## src/rtl/vga_timing_gen.sv

```systemverilog
// Free-running VGA raster generator: registered syncs, active flag, coordinates and line/frame strobes.
// Optional build macro VGA_FRAME_CNT_EN adds an 8-bit frame counter; otherwise frame_cnt is tied to 0.
module vga_timing_gen #(
    parameter int H_ACTIVE = 640,
    parameter int H_FP     = 16,
    parameter int H_SYNC   = 96,
    parameter int H_BP     = 48,
    parameter int V_ACTIVE = 480,
    parameter int V_FP     = 10,
    parameter int V_SYNC   = 2,
    parameter int V_BP     = 33,
    parameter int SYNC_POL = 0
) (
    input  logic       clk,
    input  logic       rst_n,
    input  logic       ena,
    output logic       hsync,
    output logic       vsync,
    output logic       video_active,
    output logic [9:0] pix_x,
    output logic [9:0] pix_y,
    output logic       line_start,
    output logic       frame_start,
    output logic [7:0] frame_cnt
);

    localparam int H_TOTAL = H_ACTIVE + H_FP + H_SYNC + H_BP;
    localparam int V_TOTAL = V_ACTIVE + V_FP + V_SYNC + V_BP;

    generate
        if (H_TOTAL > 1024 || V_TOTAL > 1024) begin : g_total_check
            $error("vga_timing_gen: raster totals must not exceed 1024");
        end
    endgenerate

    localparam logic [9:0]  H_LAST = 10'(H_TOTAL - 1);
    localparam logic [9:0]  V_LAST = 10'(V_TOTAL - 1);
    localparam logic [10:0] H_VIS  = 11'(H_ACTIVE);
    localparam logic [10:0] V_VIS  = 11'(V_ACTIVE);
    localparam logic [10:0] HS_BEG = 11'(H_ACTIVE + H_FP);
    localparam logic [10:0] HS_END = 11'(H_ACTIVE + H_FP + H_SYNC);
    localparam logic [10:0] VS_BEG = 11'(V_ACTIVE + V_FP);
    localparam logic [10:0] VS_END = 11'(V_ACTIVE + V_FP + V_SYNC);
    localparam logic        SYNC_ON = 1'(SYNC_POL);

    logic [9:0]  nx, ny;
    logic [10:0] nx_w, ny_w;
    logic        x_wrap, new_frame, hs_on, vs_on;

    // Outputs are decoded from the next counter values so everything updates in the same cycle.
    always_comb begin
        x_wrap    = (pix_x == H_LAST);
        new_frame = x_wrap && (pix_y == V_LAST);
        nx        = x_wrap ? 10'd0 : pix_x + 10'd1;
        ny        = pix_y;
        if (x_wrap) begin
            ny = (pix_y == V_LAST) ? 10'd0 : pix_y + 10'd1;
        end
        nx_w  = {1'b0, nx};
        ny_w  = {1'b0, ny};
        hs_on = (nx_w >= HS_BEG) && (nx_w < HS_END);
        vs_on = (ny_w >= VS_BEG) && (ny_w < VS_END);
    end

    always_ff @(posedge clk or negedge rst_n) begin
        if (!rst_n) begin
            pix_x        <= H_LAST;
            pix_y        <= V_LAST;
            video_active <= 1'b0;
            hsync        <= ~SYNC_ON;
            vsync        <= ~SYNC_ON;
            line_start   <= 1'b0;
            frame_start  <= 1'b0;
        end else if (ena) begin
            pix_x        <= nx;
            pix_y        <= ny;
            video_active <= (nx_w < H_VIS) && (ny_w < V_VIS);
            hsync        <= hs_on ? SYNC_ON : ~SYNC_ON;
            vsync        <= vs_on ? SYNC_ON : ~SYNC_ON;
            line_start   <= x_wrap;
            frame_start  <= new_frame;
        end else begin
            line_start   <= 1'b0;
            frame_start  <= 1'b0;
        end
    end

`ifdef VGA_FRAME_CNT_EN
    logic [7:0] frame_cnt_q;

    always_ff @(posedge clk or negedge rst_n) begin
        if (!rst_n) begin
            frame_cnt_q <= 8'h00;
        end else if (ena && new_frame) begin
            frame_cnt_q <= frame_cnt_q + 8'h01;
        end
    end

    assign frame_cnt = frame_cnt_q;
`else
    assign frame_cnt = 8'h00;
`endif

endmodule

```

## config.mk

```make
export PLATFORM = sky130hd
export DESIGN_NAME = vga_timing_gen
export DESIGN_NICKNAME = d
export VERILOG_FILES = /design/src/rtl/vga_timing_gen.sv
export SDC_FILE = /design/constraint.sdc
export NUM_CORES = 1
export LEC_CHECK = 0
export BUFFER_PORTS_ARGS = -buffer_cell sky130_fd_sc_hd__clkbuf_2
export CAP_MARGIN = 20
export CORE_AREA = 2 2 85 87
export CTS_CLUSTER_DIAMETER = 50
export DETAILED_ROUTE_END_ITERATION = 6
export DIE_AREA = 0 0 87 89
export HOLD_SLACK_MARGIN = 0.1
export PLACE_DENSITY_LB_ADDON = 0.05
export SETUP_SLACK_MARGIN = 0.15
export SYNTH_ARGS = -nofsm -noshare
export SYNTH_HDL_FRONTEND = slang
export SYNTH_SLANG_ARGS = --single-unit
```

## constraint.sdc

```tcl
create_clock -name clk -period 2.95 [get_ports clk]
set_input_delay 0.1475 -clock clk [delete_from_list [all_inputs] [get_ports clk]]
set_output_delay 0.1475 -clock clk [all_outputs]
set_load 0.05 [all_outputs]
```

## After elaboration in Yosys (flattened, before gate mapping)

Index checks and enable logic that the tools add are counted.
W data, S select, Z words.

| cells by class | value |
|---|---|
| add/sub/neg operators | 2 |
| order comparisons | 6 |
| equal/unequal tests | 2 |
| muxes and demuxes | 7 |
| reduce and logical (&&, ||, !) cells | 4 |

Operators with widths:

| cell | count |
|---|---|
| $mux W10 | 3 |
| $add A10 B1 Y10 const B | 2 |
| $eq A10 B10 Y1 const B | 2 |
| $lt A10 B10 Y1 const B | 2 |
| $lt A10 B9 Y1 const B | 2 |
| $ge A10 B10 Y1 const B | 1 |
| $ge A10 B9 Y1 const B | 1 |
| $logic_and A1 B1 Y1 | 4 |
| $mux W1 | 4 |

| word-level totals | value |
|---|---|
| register bits | 25 |
| input port bits | 3 |
| output and inout port bits | 33 |
| logic and storage cells | 28 |

## Logic depth before layout (Yosys ltp)

| depth | value |
|---|---|
| word-level depth | 6 |
| mapped depth | 8 |

## Worst setup path after synthesis

Ideal clock, no wire load.

| path | value |
|---|---|
| path type | register to register |
| start | reg pix_y[1] |
| end | reg video_active |
| library setup time | 0.096 ns |
| data arrival time | 2.330 ns |
| path slack | 0.525 ns |
| stages on the path, launching flop included | 9 |
| buffers on the path | 0 |
| clock period less this slack | 2.425 ns |
| cell sequence | dfrtp_1 inv_1 ha_1 or4b_4 or4_4 and2_4 o21ai_2 nand3_1 o32ai_2 |

| on the way | value |
|---|---|
| word-level cells in the longest chain between the ends | 5 |

Ends and longest elaborated chain:

| what | line | source |
|---|---|---|
| start: declaration | 21 | `output logic [9:0] pix_y,` |
| start signal: assignment | 76 | `pix_y <= ny;` |
| $add A10 B1 Y10 or $eq A10 B10 Y1 (tied branches) | 57 | `ny = (pix_y == V_LAST) ? 10'd0 : pix_y + 10'd1;` |
| $mux W10 | 57 |  |
| $mux W10 (*) | 56 | `if (x_wrap) begin` |
| $lt A10 B9 Y1 (*) | 77 | `video_active <= (nx_w < H_VIS) && (ny_w < V_VIS);` |
| $logic_and A1 B1 Y1 (*) | 77 |  |
| end signal: assignment | 77 |  |
| end: declaration | 19 | `output logic video_active,` |

Mark *: on every way between the ends. The rest lies on a longest branch, timed or not.
A chain may end at the register's enable or synchronous reset.

## Worst setup path in the final report

Same ends and word-level chain as after synthesis.

==> metrics.csv <==
stage,metric,value,unit
outcome,outcome,"complete, no violations",
pwr,vdd_drop_max,0.139,mV
flow_run,max-cap-violations,0,
sta,fmax,429,MHz
setup_path,critPathLaunchType,register,
sta,setup_viol,0,
final_layout,drive_gt1_share,25.6,%
pwr,leakage,0.783,nW
synth,async_flop_share,100,%
pwr,p_seq_share,47.4,%
drt,dr.first_iter.drc_count,78,
final_layout,fin_cells,279,
pwr,power.share.combinational,31.2,%
drt,vias,1377,
sta,finClkSkew,4.87,ps
place,dp_hpwl,2970,um
die,fp.dieArea,7740,um^2
setup_path,rrSetupSlack,620,ps
sta,hold_viol_final,0,
sta,slew_violations,0,
die,core-area,6720,um^2
sta,tns,0,ps
die,rows,30,
drt,vias_per_cell,4.94,
grt,grt_max_degree,26,
die,start_util,23.7,%
final_layout,postLayoutCoreUtil,27.1,%
pwr,power_density,563,nW/um^2
setup_path,slowest_stage,or4_4,
die,die_width,87,um
synth,synth_ff_type,dfrtp_1,
die,pin_count,36,
synth,synthDistinctLibCells,52,
pwr,p_clk_share,21.4,%
clock_network,htree_levels,1,
setup_path,max_stage_delay,540,ps
grt,overflow,0,
place,dp_cells,274,
sta,worst_slew_pin_slew,675,ps
setup_path,cp.arrival,2530,ps
worst_hold_path,min_path_type,primary input to register,
final_layout,final_nets,207,
clock_network,clock_path_buffers,2,
place,place.gp.congestion,0.779,
final_layout,multi_input_area,867,um^2
grt,grt_pass1_wl,6930,um
setup_path,endpoint_kind,register,
synth,seq_area_frac_synth,40.2,%
clock_network,path_clk_slew,100,ps
drt,firstDrtPassIters,4,
final_layout,nFillCells,729,
pwr,swShare,42.5,%
setup_path,crit_required,3140,ps
synth,ys_seq_elements,25,
setup_path,path_max_fanout,6,
pwr,p_int,589,uW
final_layout,regArea,641,um^2
drt,antenna_left,0,
grt,grt_pass1_vias,1384,
setup_path,critical_path_class,register to register,
pwr,p_sw,436,uW
drt,wl_per_cell,14.6,um
pwr,power.total,1.02,mW
sta,max-slew-margin-rel,55.0,%
clock_network,clock_latency,280,ps
synth,synth-edff-count,0,
synth,synth_cells,177,
clock_network,cts_tree,done,
drt,drc,0,
grt,grt_antenna_before_repair,0,
clock_network,cts_root_buf,clkbuf_8,
place,portBuffers,27,
synth,synthesis.area,1600,um^2
synth,synth_area_per_cell,9.01,um^2
place,place_area,1770,um^2
clock_network,cts_buffers,3,
die,die_y,89,um
final_layout,diodes,0,
sta,timing.final.crit_share,79.0,%
synth,yosysWarnings,0,
drt,routed_wl,4070,um
final_layout,final_area,1820,um^2
sta,rsz0062_at_grt,no,
clock_network,clock-sinks,25,
sta,fin_crit,2330,ps
final_layout,synthToLayoutAreaGrowth,14.1,%
setup_path,crit_chain,inv_1 > ha_1 > or4b_4 > or4_4 > and2_4 > o21ai_2 > nand3_1 > o32ai_2,
grt,grt_usage,11.4,%
==> cell type report <==
class | instances | area share, %
Clock buffer | 4 | 2.47
Sequential cell | 25 | 35.2
Inverter | 4 | 0.825
Tap cell | 80 | 5.50
Timing Repair Buffer | 29 | 8.38
Multi-Input combinational cell | 137 | 47.6
==> path summary, 6_finish.rpt <==
check,from,endpoint,cells past startpoint
setup / recovery,pix_y[1]$_DFFE_PN0P_,video_active$_DFFE_PN0P_,8
hold / removal,ena,hsync$_DFFE_PN1P_,2
setup reg to reg,pix_y[1]$_DFFE_PN0P_,video_active$_DFFE_PN0P_,8
hold reg to reg,hsync$_DFFE_PN1P_,hsync$_DFFE_PN1P_,2
max in group asynchronous,rst_n,pix_y[1]$_DFFE_PN0P_,2
min in group asynchronous,rst_n,pix_x[6]$_DFFE_PN0P_,2
==> sequential cells by signal, summed over array words and instances (netlist names) <==
signal / flops
vsync: 1
frame_start: 1
line_start: 1
hsync: 1
video_active: 1
pix_x: 10
pix_y: 10
==> cells in the mapped netlist, drive strengths merged (2+ instances only) <==
| cell | n | area [um^2] |
|---|---|---|
| nor3 | 5 | 25.0 |
| dfrtp | 13 | 325 |
| o31ai | 4 | 30.0 |
| nand2b | 4 | 25.0 |
| nand3 | 8 | 40.0 |
| o21ai | 13 | 68.8 |
| a41oi | 3 | 26.3 |
| dfstp | 12 | 315 |
| or4 | 3 | 26.3 |
| inv | 4 | 15.0 |
| buf | 10 | 68.8 |
| and2 | 3 | 21.3 |
| o22ai | 2 | 12.5 |
| nor2 | 10 | 37.5 |
| clkbuf | 8 | 30.0 |
| a311oi | 2 | 17.5 |
| nand4 | 3 | 18.8 |
| mux2 | 2 | 22.5 |
| nand2 | 25 | 93.8 |
| ha | 4 | 50.1 |
| and3 | 4 | 25.0 |
| xor2 | 6 | 52.6 |
| xnor2 | 5 | 43.8 |
| o311ai | 2 | 17.5 |
| nor4b | 2 | 17.5 |
==> metrics by stage <==
| stage | worst slack [ps] | hold slack (ps) |
|---|---|---|
| finish | 618 | 320 |
| global route | 461 | 381 |
| CTS | 599 | 326 |
| detailed placement | 616 | 232 |
| global placement | 615 | 219 |
| floorplan | 525 | -148 |
==> cells in the final DEF, fill, tap and decap left out, types with 2 or more instances in the layout <==
master / Yosys / final
nand2b_1: 4 / 4
o22ai_1: 2 / 2
xor2_1: 6 / 6
clkbuf_2: 0 / 27
conb_1: 1 / 8
nor3_1: 5 / 5
o31ai_1: 4 / 4
a311oi_1: 2 / 2
nor2_1: 10 / 10
nor4b_1: 2 / 2
nand3_1: 8 / 8
o21ai_0: 12 / 12
dfstp_2: 12 / 12
clkbuf_8: 0 / 3
dfrtp_1: 13 / 13
nand4_1: 3 / 3
inv_1: 4 / 4
mux2_2: 2 / 2
xnor2_1: 5 / 5
ha_1: 4 / 4
or4_1: 2 / 2
and3_1: 4 / 4
a41oi_1: 3 / 3
nand2_1: 25 / 25
==> power groups by stage <==
stage / logic, mW / registers, mW / clock network [mW]
5_1_grt: 0.343 / 0.502 / 0.247
3_3_place_gp: 0.324 / 0.490 / 0
4_1_cts: 0.325 / 0.487 / 0.233
2_1_floorplan: 0.147 / 0.599 / 0
6_report: 0.320 / 0.486 / 0.219
3_5_place_dp: 0.325 / 0.492 / 0
==> logic make-up (layout without fill, tap and decap cells) <==
| kind of cell | count (synthesis) | after routing | synth area share [%] |
|---|---|---|---|
| fa+ha+maj | 4 | 4 | 3.14 |
| flops | 25 | 25 | 40.2 |
| mux | 3 | 3 | 2.04 |
| other cells | 1 | 8 | 0.235 |
| simple gates | 74 | 74 | 24.3 |
| xor+xnor | 11 | 11 | 6.04 |
| compound gates | 37 | 37 | 16.9 |
| buf+inv | 22 | 37 | 7.14 |
==> metal layers <==
layer | up-vias | track usage (%) | wire, um
met5 | - | 0 | 0
met1 | 664 | 14.4 | 1840
li1 | 669 | - | -
met3 | 2 | 3.14 | 211
met2 | 42 | 19.2 | 2000
met4 | 0 | 2.98 | 25
==> worst max-delay path, delay by kind of cell, from the launching register on <==
kind	cells	cell delay, ps
AND/OR/NAND/NOR	4	1270
flip-flops	1	450
AO/OA/AOI/OAI	2	290
adder cells (fa/ha/maj)	1	140
buffers and inverters	1	110
==> timing repair <==
action | in CTS | in global routing
hold buffers | 1 | 0
endpoints found under the hold margin | 13 | 0
gates resized for setup | 0 | 0
buffers inserted | 0 | 0
Note: power is estimated with default switching activity, not from simulation.
